**src/rtl/i_fetch.sv**
```systemverilog
// i_fetch: instruction-fetch stage of the 5-stage MIPS pipeline.
// Holds the PC and drives a single-outstanding request/ready instruction
// memory port. Loads the IF/ID register that feeds decode. Follows decode's
// stall controls and redirects. A redirect that arrives while a request is
// still pending is parked in saved_target. The fetch then moves to DROP,
// where it waits for the abandoned request to finish before jumping.
module i_fetch #(
  parameter logic [31:0] RESET_PC  = 32'h0000_0000,
  parameter logic [31:0] NOP_INSTR = 32'h0000_0000,
  parameter logic [31:0] PC_STEP   = 32'h0000_0004
) (
  input  logic        CLK,
  input  logic        RST,
  input  logic        PCWrite,
  input  logic        IFIDWrite,
  input  logic        branchTaken,
  input  logic [31:0] branch_target,
  input  logic        jump,
  input  logic [31:0] jump_target,
  output logic        imem_req,
  output logic [31:0] imem_addr,
  input  logic [31:0] imem_rdata,
  input  logic        imem_ready,
  output logic [31:0] instruction_out,
  output logic [31:0] npc_out,
  output logic        valid_out
);

  typedef enum logic [0:0] {
    ST_FETCH = 1'b0,
    ST_DROP  = 1'b1
  } state_t;

  state_t      r_state;
  logic [31:0] r_pc;
  logic [31:0] r_saved_target;
  logic [31:0] r_instr;
  logic [31:0] r_npc;
  logic        r_valid;

  logic        w_redirect;
  logic [31:0] w_target;
  logic [31:0] w_seq;
  logic        w_take_instr;

  // Branch wins over jump when decode raises both in the same cycle.
  assign w_redirect = branchTaken | jump;
  assign w_target   = branchTaken ? branch_target : jump_target;
  assign w_seq      = r_pc + PC_STEP;

  // The request is live whenever the block is out of reset. It is never
  // withdrawn, so the address can stay stable until ready is seen.
  assign imem_req  = RST;
  assign imem_addr = r_pc;

  assign instruction_out = r_instr;
  assign npc_out         = r_npc;
  assign valid_out       = r_valid;

  // Decide whether the word on imem_rdata is a real, on-path instruction.
  always_comb begin
    w_take_instr = 1'b0;
    if ((r_state == ST_FETCH) && PCWrite && imem_ready && !w_redirect) begin
      w_take_instr = 1'b1;
    end else begin
      w_take_instr = 1'b0;
    end
  end

  // PC / fetch FSM: advance, redirect, or park the target until the pending request ends.
  always_ff @(posedge CLK or negedge RST) begin
    if (!RST) begin
      r_state        <= ST_FETCH;
      r_pc           <= RESET_PC;
      r_saved_target <= 32'h0000_0000;
    end else if (PCWrite) begin
      case (r_state)
        ST_FETCH: begin
          if (imem_ready) begin
            r_pc <= w_redirect ? w_target : w_seq;
          end else if (w_redirect) begin
            // The request must finish at its current address, so keep pc.
            r_saved_target <= w_target;
            r_state        <= ST_DROP;
          end else begin
            r_pc <= r_pc;
          end
        end
        ST_DROP: begin
          if (imem_ready) begin
            // Abandoned data is discarded. A fresh redirect beats the parked one.
            r_pc    <= w_redirect ? w_target : r_saved_target;
            r_state <= ST_FETCH;
          end else if (w_redirect) begin
            r_saved_target <= w_target;
          end else begin
            r_saved_target <= r_saved_target;
          end
        end
        default: begin
          r_state <= ST_FETCH;
        end
      endcase
    end else begin
      // Load-use stall: hold everything. Decode re-presents any redirect.
      r_state        <= r_state;
      r_pc           <= r_pc;
      r_saved_target <= r_saved_target;
    end
  end

  // IF/ID register: load the fetched word or a bubble, or hold when decode stalls it.
  always_ff @(posedge CLK or negedge RST) begin
    if (!RST) begin
      r_instr <= NOP_INSTR;
      r_npc   <= 32'h0000_0000;
      r_valid <= 1'b0;
    end else if (IFIDWrite) begin
      r_npc <= w_seq;
      if (w_take_instr) begin
        r_instr <= imem_rdata;
        r_valid <= 1'b1;
      end else begin
        r_instr <= NOP_INSTR;
        r_valid <= 1'b0;
      end
    end else begin
      r_instr <= r_instr;
      r_npc   <= r_npc;
      r_valid <= r_valid;
    end
  end

endmodule
```
**config.mk**
```make
export PLATFORM = sky130hd
export DESIGN_NAME = i_fetch
export DESIGN_NICKNAME = d
export VERILOG_FILES = /design/src/rtl/i_fetch.sv
export SDC_FILE = /design/constraint.sdc
export NUM_CORES = 1
export LEC_CHECK = 0
export BUFFER_PORTS_ARGS = -buffer_cell sky130_fd_sc_hd__buf_4
export CAP_MARGIN = 20
export CORE_ASPECT_RATIO = 1.75
export CORE_MARGIN = 2
export CORE_UTILIZATION = 55
export DETAILED_ROUTE_END_ITERATION = 8
export PLACE_DENSITY = 0.87
export SYNTH_ARGS = -nofsm -noshare
export SYNTH_HDL_FRONTEND = slang
export SYNTH_SLANG_ARGS = --single-unit
```
**constraint.sdc**
```tcl
create_clock -name CLK -period 4.6 [get_ports CLK]
set_clock_uncertainty 0.2 [all_clocks]
set_input_delay 0.46 -clock CLK [delete_from_list [all_inputs] [get_ports CLK]]
set_output_delay 0.46 -clock CLK [all_outputs]
set_load 0.02 [all_outputs]
```
== Word-level counts from Yosys, hierarchy flattened ==
Cells that the tools add are included.
W data, S select, Z words.
Operators by class
  $add $sub $neg: 1
  equal/unequal tests: 2
  muxes and demuxes: 14
  bitwise gates (word level): 3
  reduce and logical (&&, ||, !) cells: 6
Operators with widths (count)
  $mux W32: 7
  $pmux W32 S2: 1
  $add A32 B3 Y32 const B: 1
  $mux W1: 5
  $ne A2 B2 Y1 const B: 2
  $logic_and A1 B1 Y1: 3
  $reduce_and A3 Y1: 1
  $not A1 Y1: 2
  $pmux W1 S2: 1
  $reduce_and A2 Y1: 1
  $logic_not A1 Y1: 1
  $or A1 B1 Y1: 1
Storage, ports and cells
  flip-flop bits (word level): 130
  bits of input ports: 103
  output and inout port bits: 98
  logic and storage cells: 32

== Logic depth before layout (Yosys ltp) ==
  word-level depth: 6
  depth in mapped cells: 8
  mapped depth without buffers: 6

== Worst setup path before layout ==
No wires, ideal clock.
  path type: reg-to-reg
  from: register r_pc[2] (netlist: imem_addr[2])
  to: register r_pc[28] (netlist: imem_addr[28])
  library setup time: 121 ps
  data arrival time: 1727 ps
  required time: 4279 ps
  path slack: 2552 ps
  stages on the path, launching flop included: 7
  buffers on the path: 0
  clock period less this slack: 2048 ps
  cell sequence: dfrtp_1 -> ha_1 -> nand3_1 -> nor2_1 -> and3_1 -> a31oi_1 -> o22a_1
Between the ends
  word-level cells in the longest chain between the ends: 4
RTL lines
  from (decl): RTL line 35  | logic [31:0] r_pc;
  from (signal assigned): RTL line 80  | r_pc <= w_redirect ? w_target : w_seq;
  from (signal assigned): RTL line 86  | r_pc <= r_pc;
  from (signal assigned): RTL line 92  | r_pc <= w_redirect ? w_target : r_saved_target;
  $add A32 B3 Y32: RTL line 49  | assign w_seq = r_pc + PC_STEP;
  $mux W32: RTL line 80
  $mux W32: RTL line 79  | if (imem_ready) begin
  $pmux W32 S2: RTL line 77  | case (r_state)
No other way between the ends. The select of a mux whose other input is x is not followed.
A chain may end at the register's enable or synchronous reset.

== Final worst setup path ==
  from: register r_pc[2] (netlist: imem_addr[2])
  to: register r_npc[24] (netlist: npc_out[24])
Between the ends
  word-level cells in the longest chain between the ends: 1
RTL lines
  $add A32 B3 Y32: RTL line 49
  to (signal assigned): RTL line 119  | r_npc <= w_seq;
  to (signal assigned): RTL line 129  | r_npc <= r_npc;
  to (decl): RTL line 38  | logic [31:0] r_npc;
No other way between the ends.

==> results.md <==
- Status: finished, final reports clean
- GR Overflow Total: 0
- Post-synth ARST share: 100%
- Via/cell ratio: 6.18
- Int Power: 2.45 mW
- CP Buf/Inv Count: 0
- Initial antenna violation count: 0
- Area Overhead vs Synth: 31.6%
- Reg power frac: 41.2%
- Clock Tree Buf Depth: 2
- Cts repair resizes: 0
- Final critical-path required period: 2520 ps
- Clk network pwr share: 36.1%
- DRT Pass-1 Iters: 5
- N_diodes: 0
- CTS tree: yes
- Mapped Area: 6740 sq um
- Combinational Power Share: 22.7%
- First-pass GRT wire length: 31.8 mm
- Max_cap viols: 0
- RSZ-0062 raised after global routing: false
- Count of final hold-check violations: 0
- Ratio of cells with drive above 1 in the final layout: 29.7%
- Overall die width: 87.7 microns
- Hold-fix buffers, CTS: 1
- Total GRT Usage: 30.7%
- Most frequent cell after synthesis: dfrtp_1
- Startpoint types: flip-flop
- Largest cells by area after synthesis: dfrtp_1, a21oi_1, a22oi_1
- Worst slew pin tran: 807 ps
- Max-slew violations: 0
- Finished Cell Area: 8860 sq um
- # rows: 53
- Critical path arrival: 2570 ps
- Core area: 12000 sq um
- CP max-delay cell: dfrtp_1
- Fillers: 860
- Gpl congestion: 0.857
- Post-route ant nets: 0
- Synth top area share: 48.3%
- Per-cell routed wire length: 19.4 microns
- Via count: 6457
- Tcrit/Tclk final: 54.8%
- Clock buffer count from CTS: 17
- Slowest stage delay, CP: 500 ps
- Syn Area/Cell: 9.61 sq um
- Post-synth EDFFs: 0
- Routed WL: 20.2 mm
- Critical path class: reg -> reg
- Yosys Warn Count: 0
- PnR Total Power: 3.58 mW
- Remaining DRCs: 0
- Post-synth cell types: 53
- Final setup TNS: 0 ps
- I/O pin count: 201
- Sw frac: 31.4%
- H-tree levels: 4
- Final worst slack: 2080 ps
- Dpl ws: 1410 ps
- Nets@finish: 971
- Sw Pwr: 1.13 mW
- Die Height: 150 microns
- Post-DP Area: 8190 sq um
- Max Fanout on Critical Path: 8
- CP required: 4660 ps
- Power Density: 404 nW/um^2
- Leak: 4.11 nW
- CP Capture Type: flip-flop
- CP cell instances: ha_1 > nand3_1 > nor2_1 > and3_1 > xnor2_1 > a21oi_1
- CTS root buffer: clkbuf_16
- Fmax: 0.397 GHz
- Clock Sinks: 130
- # setup viols final: 0
- Initial Util: 56.1%
- Worst min path class: in -> reg
- Vias in the first global route: 6344
- Slew HR: 45.9%
- Die area: 13200 sq um
- Post-CTS Setup Repair Bufs: 0
- Syn Inst Count: 701
- Drt initial violations: 526
- Fraction of the yosys area taken by sequential cells: 48.3%
- Synth cell count leaders: dfrtp_1, a21oi_1, o21ai_0
- Worst skew pair latency: 410 ps
- Finished Core Util: 73.8%
- IO buf count: 200
- Max VDD drop: 0.268 mV
- DPL Wire Length: 14.1 mm
- FF+latch count, synth: 130
- Syn nets: 805
- Largest net degree at the start of global routing: 87
- Area leader, netlist: dfrtp_1
- CP top delay family: simple AND/OR/NAND/NOR gates
- Synth Flop Type: dfrtp_1
- Clock-pin slew on the worst setup and hold paths: 60 ps
-- power by group through the flow --
| stage | Combinational (mW) | Clock, mW | Sequential, mW |
|---|---|---|---|
| floorplan | 0.346 | 0 | 1.56 |
| global placement | 0.776 | 0 | 1.47 |
| detailed placement | 0.800 | 0 | 1.49 |
| CTS | 0.806 | 1.30 | 1.47 |
| global route | 0.877 | 1.36 | 1.49 |
| finish | 0.812 | 1.29 | 1.47 |
-- final timing paths --
path / depth (start not counted) / slack (ps) / start / endpoint
max in group asynchronous: 4 / 2660 / RST / imem_addr[15]$_DFFE_PN0P_
min: 2 / 60 / imem_rdata[5] / instruction_out[5]$_DFFE_PN0P_
min reg2reg: 2 / 290 / r_saved_target[26]$_DFFE_PN0P_ / r_saved_target[26]$_DFFE_PN0P_
max reg2reg: 6 / 2080 / imem_addr[2]$_DFFE_PN0P_ / npc_out[24]$_DFFE_PN0P_
min in group asynchronous: 2 / 420 / RST / npc_out[31]$_DFFE_PN0P_
max: 6 / 2080 / imem_addr[2]$_DFFE_PN0P_ / npc_out[24]$_DFFE_PN0P_
-- layout make-up --
cell class / instances / area (sq um) / share of cell area [%]
tap: 165 / 206 / 2.33
sequential: 130 / 3250 / 36.7
timing repair buffer: 211 / 1650 / 18.6
multi-input combinational: 495 / 3130 / 35.4
clock buffer: 20 / 467 / 5.27
inverter: 12 / 45.0 / 0.508
clock inverter: 12 / 109 / 1.23
-- sequential cells by signal, summed over array words and instances (netlist names) --
name / flops
imem_addr: 32
instruction_out: 32
npc_out: 32
r_saved_target: 32
r_state: 1
valid_out: 1
-- cell families after synthesis --
logic type                 synth area share [%]
DFF                                        48.3
AOI/OAI and AO/OA                          28.4
adders and majority gates                 0.186
muxes                                     0.502
and+or+nand+nor                            13.7
xor gates and xnor gates                   3.64
buffers and inverters                      5.26
-- layout by cell type, fill, tap and decap left out, types with 4 or more instances in the layout --
cell type	n
buf_4	207
dfrtp_1	130
a21oi_1	79
o21ai_0	69
nor2_1	58
a22oi_1	48
and3_1	37
a22o_1	36
nand2_1	29
xnor2_1	23
clkbuf_16	17
o2bb2ai_1	12
a221oi_1	11
inv_1	9
nand3_1	9
a31oi_1	7
o22ai_1	7
nor2b_1	5
xor2_1	5
o31a_1	5
clkinvlp_4	5
nand4_1	4
a221o_1	4
-- worst reg2reg max path, stage by stage (launching register included) --
cell     delay, ps
dfrtp_1        500
ha_1           310
nand3_1        230
nor2_1         510
and3_1         340
xnor2_1        160
a21oi_1        110
-- per-layer routing --
layer	up-vias	track usage, %	wire (microns)
li1	2956	-	-
met1	3075	36.4	7440
met2	365	52.6	10400
met3	61	6.20	1600
met4	0	14.5	751
met5	-	0	0
-- through the flow --
step	cells	hold WS, ps
3_3_place_gp	1009	266
2_1_floorplan	701	-35.6
3_5_place_dp	1009	274
4_1_cts	1042	56.7
5_1_grt	1045	51.0
6_report	1045	60.1
Power figures use the tool's default switching activity.
